**config.mk**
```make
export PLATFORM = sky130hd
export DESIGN_NAME = snn_ctrl_flat
export DESIGN_NICKNAME = d
export VERILOG_FILES = /design/src/rtl/snn_ctrl_if.sv /design/src/rtl/snn_ctrl.sv /design/src/flat_wrapper.sv
export SDC_FILE = /design/constraint.sdc
export NUM_CORES = 1
export LEC_CHECK = 0
export BUFFER_PORTS_ARGS = -buffer_cell sky130_fd_sc_hd__buf_2
export CAP_MARGIN = 20
export CORE_ASPECT_RATIO = 1.1
export CORE_MARGIN = 4
export CORE_UTILIZATION = 56
export CTS_CLUSTER_SIZE = 28
export DETAILED_ROUTE_END_ITERATION = 8
export PLACE_DENSITY_LB_ADDON = 0.25
export SLEW_MARGIN = 20
export SYNTH_ARGS = -nofsm -noshare
export SYNTH_HDL_FRONTEND = slang
export SYNTH_SLANG_ARGS = --single-unit
```
**constraint.sdc**
```tcl
create_clock -name clk_i -period 2.4 [get_ports clk_i]
set_input_delay 0.12 -clock clk_i [delete_from_list [all_inputs] [get_ports clk_i]]
set_output_delay 0.12 -clock clk_i [all_outputs]
set_load 0.005 [all_outputs]
```
**src/rtl/snn_ctrl_if.sv**
```systemverilog
// Configuration port of the spiking-network inference sequencer.
// One beat carries a single synaptic weight bit addressed to one neuron.
//   cfg_valid_i  host -> block   beat valid
//   cfg_ready_o  block -> host   block accepts beats (only while idle)
//   cfg_addr_i   host -> block   neuron index of the weight bit
//   cfg_data_i   host -> block   weight bit value
// master: the host / config logic side; slave: snn_ctrl.
interface snn_ctrl_if #(
  parameter int ADDR_W = 8
) ();
  logic              cfg_valid_i;
  logic              cfg_ready_o;
  logic [ADDR_W-1:0] cfg_addr_i;
  logic              cfg_data_i;

  modport master (
    output cfg_valid_i,
    output cfg_addr_i,
    output cfg_data_i,
    input  cfg_ready_o
  );

  modport slave (
    input  cfg_valid_i,
    input  cfg_addr_i,
    input  cfg_data_i,
    output cfg_ready_o
  );
endinterface

```
**src/rtl/snn_ctrl.sv**
```systemverilog
// snn_ctrl: inference sequencer for the spiking network.
// Weight bits arrive over the cfg interface into a shadow register while idle
// and are committed to the neuron array when a window starts. Each window is:
// one CLEAR cycle (nrst_o pulse), WINDOW_CYCLES RUN cycles (run_o high, spikes
// counted with saturation) and one DONE cycle (done_o pulse, count_o updated).
// Ports:
//   clk_i, rst_i     clock, synchronous active-high reset
//   cfg              snn_ctrl_if.slave weight configuration port
//   start_i          begin a window (sampled in IDLE only)
//   stop_i           abort (honoured in CLEAR, RUN, DONE)
//   spike_i          winner-selection spike output
//   syn_weights_o    committed weights, one bit per neuron
//   nrst_o, run_o    neuron reset pulse, network enable
//   count_o, done_o  spike count of last completed window, update pulse
//   busy_o, err_o    not idle, sticky out-of-range config address
// Optional feature macro: SNN_CTRL_AUTORESTART_EN -- DONE goes back to CLEAR
// so windows run back-to-back with the same committed weights.
module snn_ctrl #(
  parameter int NUM_NODES     = 1,
  parameter int ADDR_W        = 8,
  parameter int WINDOW_CYCLES = 1200000,
  parameter int CNT_W         = 16
) (
  input  logic                 clk_i,
  input  logic                 rst_i,
  snn_ctrl_if.slave            cfg,
  input  logic                 start_i,
  input  logic                 stop_i,
  input  logic                 spike_i,
  output logic [NUM_NODES-1:0] syn_weights_o,
  output logic                 nrst_o,
  output logic                 run_o,
  output logic [CNT_W-1:0]     count_o,
  output logic                 done_o,
  output logic                 busy_o,
  output logic                 err_o
);

  localparam int                WIN_W    = $clog2(WINDOW_CYCLES + 1);
  localparam logic [WIN_W-1:0]  WIN_LAST = WIN_W'(WINDOW_CYCLES - 1);

  typedef enum logic [1:0] {IDLE, CLEAR, RUN, DONE} state_t;

  state_t               state;
  logic                 ready;
  logic [NUM_NODES-1:0] shadow;
  logic [NUM_NODES-1:0] shadow_nxt;
  logic [CNT_W-1:0]     spk_cnt;
  logic [WIN_W-1:0]     win_cnt;
  logic [ADDR_W-1:0]    addr;
  logic                 beat;
  logic                 in_range;
  logic                 beat_ok;
  logic                 beat_bad;

  // Saturating increment: the spike counter sticks at all-ones.
  function automatic logic [CNT_W-1:0] sat_inc(input logic [CNT_W-1:0] c,
                                               input logic s);
    if (s && (c != {CNT_W{1'b1}}))
      return c + 1'b1;
    return c;
  endfunction

  // Moore outputs of a state, packed as {ready, busy, nrst, run, done}.
  // They are loaded on the same edge as the state so they stay registered.
  function automatic logic [4:0] dec(input state_t s);
    case (s)
      IDLE:    return 5'b10000;
      CLEAR:   return 5'b01100;
      RUN:     return 5'b01010;
      DONE:    return 5'b01001;
      default: return 5'b10000;
    endcase
  endfunction

  assign cfg.cfg_ready_o = ready;
  assign addr     = cfg.cfg_addr_i;
  assign beat     = cfg.cfg_valid_i & ready;
  assign in_range = 32'(addr) < 32'(NUM_NODES);
  assign beat_ok  = beat & in_range;
  assign beat_bad = beat & ~in_range;

  // Shadow including this cycle's beat, so a beat accepted together with
  // start_i is part of the committed weights.
  always_comb begin
    shadow_nxt = shadow;
    for (int i = 0; i < NUM_NODES; i++) begin
      if (beat_ok && (32'(addr) == 32'(i)))
        shadow_nxt[i] = cfg.cfg_data_i;
    end
  end

  always_ff @(posedge clk_i) begin
    if (rst_i) begin
      state         <= IDLE;
      {ready, busy_o, nrst_o, run_o, done_o} <= dec(IDLE);
      shadow        <= '0;
      syn_weights_o <= '0;
      count_o       <= '0;
      spk_cnt       <= '0;
      win_cnt       <= '0;
      err_o         <= 1'b0;
    end else begin
      case (state)
        IDLE: begin
          shadow <= shadow_nxt;
          if (start_i) begin
            state         <= CLEAR;
            {ready, busy_o, nrst_o, run_o, done_o} <= dec(CLEAR);
            syn_weights_o <= shadow_nxt;
            spk_cnt       <= '0;
            win_cnt       <= '0;
            err_o         <= beat_bad;
          end else begin
            err_o <= err_o | beat_bad;
          end
        end
        CLEAR: begin
          if (stop_i) begin
            state <= IDLE;
            {ready, busy_o, nrst_o, run_o, done_o} <= dec(IDLE);
          end else begin
            state <= RUN;
            {ready, busy_o, nrst_o, run_o, done_o} <= dec(RUN);
          end
        end
        RUN: begin
          // stop_i outranks window expiry: count_o is left untouched.
          if (stop_i) begin
            state <= IDLE;
            {ready, busy_o, nrst_o, run_o, done_o} <= dec(IDLE);
          end else begin
            spk_cnt <= sat_inc(spk_cnt, spike_i);
            win_cnt <= win_cnt + 1'b1;
            if (win_cnt == WIN_LAST) begin
              // Include a spike arriving in the final RUN cycle.
              count_o <= sat_inc(spk_cnt, spike_i);
              state   <= DONE;
              {ready, busy_o, nrst_o, run_o, done_o} <= dec(DONE);
            end
          end
        end
        DONE: begin
          if (stop_i) begin
            state <= IDLE;
            {ready, busy_o, nrst_o, run_o, done_o} <= dec(IDLE);
          end else begin
`ifdef SNN_CTRL_AUTORESTART_EN
            state   <= CLEAR;
            {ready, busy_o, nrst_o, run_o, done_o} <= dec(CLEAR);
            spk_cnt <= '0;
            win_cnt <= '0;
`else
            state <= IDLE;
            {ready, busy_o, nrst_o, run_o, done_o} <= dec(IDLE);
`endif
          end
        end
        default: begin
          state <= IDLE;
          {ready, busy_o, nrst_o, run_o, done_o} <= dec(IDLE);
        end
      endcase
    end
  end

endmodule
```
**src/flat_wrapper.sv**
```systemverilog
// flat-port wrapper written by rule: the top's interface ports become plain ports
module snn_ctrl_flat 
#(
  parameter int NUM_NODES     = 1,
  parameter int ADDR_W        = 8,
  parameter int WINDOW_CYCLES = 1200000,
  parameter int CNT_W         = 16
)
  (clk_i, rst_i, start_i, stop_i, spike_i, syn_weights_o, nrst_o, run_o, count_o, done_o, busy_o, err_o, cfg_cfg_valid_i, cfg_cfg_addr_i, cfg_cfg_data_i, cfg_cfg_ready_o);
  snn_ctrl_if #(.ADDR_W(ADDR_W)) cfg_i ();
  input  logic clk_i;
  input  logic rst_i;
  input  logic start_i;
  input  logic stop_i;
  input  logic spike_i;
  output logic [NUM_NODES-1:0] syn_weights_o;
  output logic nrst_o;
  output logic run_o;
  output logic [CNT_W-1:0] count_o;
  output logic done_o;
  output logic busy_o;
  output logic err_o;
  input wire logic [$bits(cfg_i.cfg_valid_i)-1:0] cfg_cfg_valid_i;
  input wire logic [$bits(cfg_i.cfg_addr_i)-1:0] cfg_cfg_addr_i;
  input wire logic [$bits(cfg_i.cfg_data_i)-1:0] cfg_cfg_data_i;
  output wire logic [$bits(cfg_i.cfg_ready_o)-1:0] cfg_cfg_ready_o;
  assign cfg_i.cfg_valid_i = cfg_cfg_valid_i;
  assign cfg_i.cfg_addr_i = cfg_cfg_addr_i;
  assign cfg_i.cfg_data_i = cfg_cfg_data_i;
  assign cfg_cfg_ready_o = cfg_i.cfg_ready_o;
  snn_ctrl #(.NUM_NODES(NUM_NODES), .ADDR_W(ADDR_W), .WINDOW_CYCLES(WINDOW_CYCLES), .CNT_W(CNT_W)) u_core (.clk_i(clk_i), .rst_i(rst_i), .cfg(cfg_i), .start_i(start_i), .stop_i(stop_i), .spike_i(spike_i), .syn_weights_o(syn_weights_o), .nrst_o(nrst_o), .run_o(run_o), .count_o(count_o), .done_o(done_o), .busy_o(busy_o), .err_o(err_o));
endmodule
```
After elaboration in Yosys (flattened, before gate mapping)
Cells that the tools add are included.
{ "word_totals": {"output_inout_bits": 23, "register_bits": 63, "word_cells": 79, "inputBits": 15} }
{ "classes": {"reduce_logical": 11, "n_mux": 38, "n_eq_ne": 9, "order_cmp": 1, "bitwise_logic": 6, "addsub": 2} }
{ "op_table": {"columns": ["operator", "n"], "rows": [
  ["$mux 16", 5],
  ["$mux 21", 2],
  ["$pmux 21 s2", 1],
  ["$pmux 16 s2", 1],
  ["$add 21x1->21 const B", 1],
  ["$eq 21x21->1 const B", 1],
  ["$mux 1", 19],
  ["$add 16x1->16 const B", 1],
  ["$ne 16x16->1 const B", 1],
  ["$pmux 1 s4", 3],
  ["$logic_not 8->1", 1],
  ["$lt 8x1->1 const B", 1],
  ["$mux 2", 4],
  ["$pmux 2 s4", 1],
  ["$pmux 1 s3", 2],
  ["$reduce_and 3->1", 2],
  ["$eq 2x2->1 const B", 2],
  ["$ne 2x2->1 const B", 2],
  ["$reduce_and 2->1", 2],
  ["$reduce_and 4->1", 1],
  ["$and 1x1->1", 3],
  ["$ne 3x2->1 const B", 1],
  ["$eq 2x1->1 const B", 1],
  ["$logic_and 1x1->1", 2],
  ["other kinds (6)", 7]
]} }

Logic depth before layout (Yosys ltp)
{ "logic_depth": {"depth_word": 9, "depth_mapped": 9, "depth_no_buf": 7} }

Worst setup path after synthesis
No wires, ideal clock.
{ "synth_path": {"path_kind": "register to register", "start": "register u_core.state[0]", "end": "register u_core.win_cnt[19]", "synth_period_minus_slack_ns": 2.058, "path_stages_with_launch": 10, "setup_time_ns": 0.127, "path_buffers": 2, "required_time_ns": 2.273, "arrival_ns": 1.930, "path_slack_ns": 0.342, "path_cell_list": "dfxtp_1 inv_1 ha_1 buf_6 nor2b_4 or4_4 buf_6 nor4_4 xnor2_1 nor2_1"} }
{ "synth_between": {"elab_chain_cells": 3, "word_cells_on_any_way": 7, "cone_classes": "eq/ne (3); mux (1); reduce/logical (3)"} }
{ "synth_lines": {"columns": ["item", "line_no", "text"], "rows": [
  ["start, declared", "snn_ctrl.sv:44", "state_t state;"],
  ["start signal, assigned", "snn_ctrl.sv:95", "state <= IDLE;"],
  ["start signal, assigned", "snn_ctrl.sv:108", "state <= CLEAR;"],
  ["start signal, assigned", "snn_ctrl.sv:120", "state <= IDLE;"],
  ["$eq 2x2->1 / $logic_not 2->1 (equally long branches)", null, null],
  ["$ne 2x2->1 (no line) / $reduce_bool 2->1 (equally long branches)", null, null],
  ["$reduce_and 3->1 (no line)", null, null],
  ["end signal, assigned", "snn_ctrl.sv:134", "win_cnt <= win_cnt + 1'b1;"],
  ["end, declared", "snn_ctrl.sv:49", "logic [WIN_W-1:0] win_cnt;"]
]} }
Parallel ways exist; a longest one is shown, timed or not.
A chain may end at the register's enable or synchronous reset.

Worst setup path in the final report
{ "layout_path": {"start": "register u_core.state[0]", "end": "register u_core.spk_cnt[3]"} }
{ "layout_between": {"elab_chain_cells": 3, "word_cells_on_any_way": 8, "cone_classes": "eq/ne (4); mux (1); reduce/logical (3)"} }
{ "layout_lines": {"columns": ["item", "line_no", "text"], "rows": [
  ["$eq 2x2->1 / $logic_not 2->1 (equally long branches)", null, null],
  ["$ne 2x1->1 (no line) (tied with other cells)", null, null],
  ["$reduce_and 4->1 (no line)", null, null],
  ["end signal, assigned", "snn_ctrl.sv:133", "spk_cnt <= sat_inc(spk_cnt, spike_i);"],
  ["end, declared", "snn_ctrl.sv:48", "logic [CNT_W-1:0] spk_cnt;"]
]} }
Parallel ways exist; a longest one is shown, timed or not.

==> run metrics <==
status completed; global route hottest layer met2; CP max stage delay 0.46 ns; Synth Cell Area 3440 um^2; flops & latches, synth 63; FF-to-FF path depth 7; RSZ-0062 raised after global routing no; post-route ant nets 0; Clock Tree Root clkbuf_8; drt drc 0; post-synth cell types 70; Wirelength per Cell 15.6 um; # rows 29; met2 global-route usage 0.378; I/O Pins 38; Max Cap Viol 0; Post-synth EDFFs 0; CTS tree built; vias in the first global route 2952; cells after synthesis 397; maximum clock frequency 0.440 GHz; final setup margin 0.125 ns; hold path depth 3; cell at the slowest stage of the critical path a211o_1; FF/Latch Area 1260 um^2; detailed-route vias per instance 6.00; fill count 486; Worst-path clk slew 0.07 ns; async set-reset flop share out of synthesis 0; Routed WL 7.99 mm; setup violators final 0; routability cong. 0.852; Synthesis Warnings 0; Max-slew headroom 0.609; CP Capture Type flip-flop; Initial Util 0.585; static leakage 1.46 nW; clk_skew 0.00500 ns; clock sink total 63; grt total ovfl 0; first-pass GRT wire length 13.6 mm; Pwr Density 591 nW/um^2; sequential area share after synthesis 0.367; Top cell by count, worst path a211o_1; setup TNS 0 ns; Least-Margin Pin Slew 0.583 ns; NumNets Final 453; Worst setup SP type flip-flop; DRT Pass-1 Iters 4; die area 7460 um^2; met1 Usage GRT 0.283; CTS buffer count 9; Synth Area per Inst 8.66 um^2; Max FO, Critical Path 14; Clock Latency Late Sink 0.34 ns; Antenna diodes 0; Cell Chain, Critical Path inv_1 -> ha_1 -> or2b_1 -> nand3_1 -> a211o_1 -> nor3_1 -> a211o_1; final period utilization 0.948; max-slew violations 0; GR Util met3 0.0410; CTS max path bufs 2; Post-synth top flop dfxtp_1; Setup WS pre-CTS 0.168 ns; setup repair bufs after CTS 0; core area 5880 um^2; Area growth syn-to-layout 13.9%; H-tree depth 3; HP Class input pin to flip-flop; Die Y 90.2 um; Port Buf Inserts 37; area of the multi-input gates 2010 um^2; worst ir drop on vdd 0.469 mV; CP Class flip-flop to flip-flop; Die X-Extent 82.7 um; largest net degree at the start of global routing 32; CP Data Required Time 2.63 ns; initial antenna violation count 0; share of cells above drive strength 1 0.202; data arrival time of the critical path 2.50 ns; Hold Fails Final Rpt 0; routed vias 3073; GRT Overall Usage 0.230; crit path time final 2.28 ns; HPWL after DPL 5.47 mm; first-iteration detailed-routing DRC count 193; syn_nets 419
-- power by group --
part	leakage, nW	internal, mW	switching [mW]
logic	0.832	0.0665	0.109
clock network	0.118	0.663	0.408
registers	0.509	1.06	0.00860
total	1.46	1.79	0.525
-- synthesized netlist by cell type (all sizes together), types with 2 or more instances --
cell type,n,area (um^2)
xnor2,17,149
nor3b,2,15.0
a211oi,14,115
o21ai,16,87.6
o211ai,4,30.0
and4,5,46.3
inv,11,41.3
nor2,42,160
and3,12,80.1
a21o,4,30.0
o311ai,2,17.5
nand3,21,110
a221o,2,20.0
nand4b,2,23.8
dfxtp,63,1260
ha,7,87.6
a21oi,16,80.1
or3,9,56.3
mux2,2,22.5
nand2,20,75.1
buf,18,110
nor3,19,100
nor2b,2,20.0
o22ai,4,25.0
clkbuf,7,26.3
nand2b,6,37.5
a311oi,3,26.3
nand4,13,87.6
a31o,2,17.5
a21boi,2,15.0
o31ai,3,22.5
nor4,9,83.8
xor2,8,70.1
a211o,7,61.3
mux2i,4,40.0
-- stage by stage --
stage          hold WS (ns)  utilization  total power [mW]  std cells  area [um^2]
2_1_floorplan         0.236            -              1.21        397         3440
3_3_place_gp          0.420        0.627              1.26        497         3680
3_5_place_dp          0.421        0.627              1.27        497         3680
4_1_cts              0.0567        0.666              2.33        512         3910
5_1_grt              0.0691        0.666              2.39        512         3920
6_report             0.0648        0.666              2.32        512         3920
-- layout by cell type, fill, tap and decap left out, drive strengths merged, types with 7 or more instances in the layout --
master  netlist  routed
a211o         7       7
a211oi       14      14
a21oi        16      16
and3         12      12
buf          18      48
clkbuf        7      12
dfxtp        63      63
ha            7       7
inv          11      11
nand2        20      20
nand3        21      21
nand4        13      13
nor2         42      42
nor3         19      19
nor4          9       9
o21ai        16      16
or3           9       9
xnor2        17      17
xor2          8       8
-- state kept, by name, summed over array words and instances, names as in the netlist --
name                    count
u_core.err_o                1
u_core.run_o                1
u_core.spk_cnt             16
u_core.count_o             16
u_core.syn_weights_o        1
u_core.done_o               1
u_core.busy_o               1
u_core.state                2
u_core.cfg.cfg_ready_o      1
u_core.nrst_o               1
u_core.shadow               1
u_core.win_cnt             21
-- critical path: cells and delay by family (launching register included) --
kind / cells / cell delay (ns)
and+or+nand+nor: 3 / 0.67
buffers and inverters: 1 / 0.12
adders and majority gates: 1 / 0.29
AOI/OAI and AO/OA: 2 / 0.75
DFF: 1 / 0.33
-- timing repair --
item                                   CTS  global route
hold buffers                             0             0
setup endpoints to repair                0             8
endpoints found under the hold margin    0             0
resized for setup                        0             1
-- layer usage --
metal	wire length, um	vias up
met3	321	14
met2	4040	74
met1	3450	1442
met4	175	0
met5	0	-
li1	-	1543
-- worst paths after layout --
check,slack (ns),from,endpoint
setup / recovery,0.12,u_core.state[0],u_core.spk_cnt[3]
hold / removal,0.06,cfg_cfg_valid_i,u_core.err_o
setup reg to reg,0.12,u_core.state[0],u_core.spk_cnt[3]
hold reg to reg,0.45,u_core.err_o,u_core.err_o
-- area by class of cell --
cell class,instances,share of cell area
Inverter,11,0.0105
Clock buffer,12,0.0422
Tap cell,77,0.0246
Clock inverter,3,0.0166
Sequential cell,63,0.322
Multi-Input combinational cell,298,0.512
Timing Repair Buffer,48,0.0716
-- kinds of logic after synthesis --
group | count (synthesis) | share of synthesized area
simple gates | 171 | 0.284
compound gates | 89 | 0.190
flops | 63 | 0.367
buf+inv | 36 | 0.0517
xor+xnor | 25 | 0.0637
fa+ha+maj | 7 | 0.0255
mux | 6 | 0.0182
(Power assumes the default switching activity.)
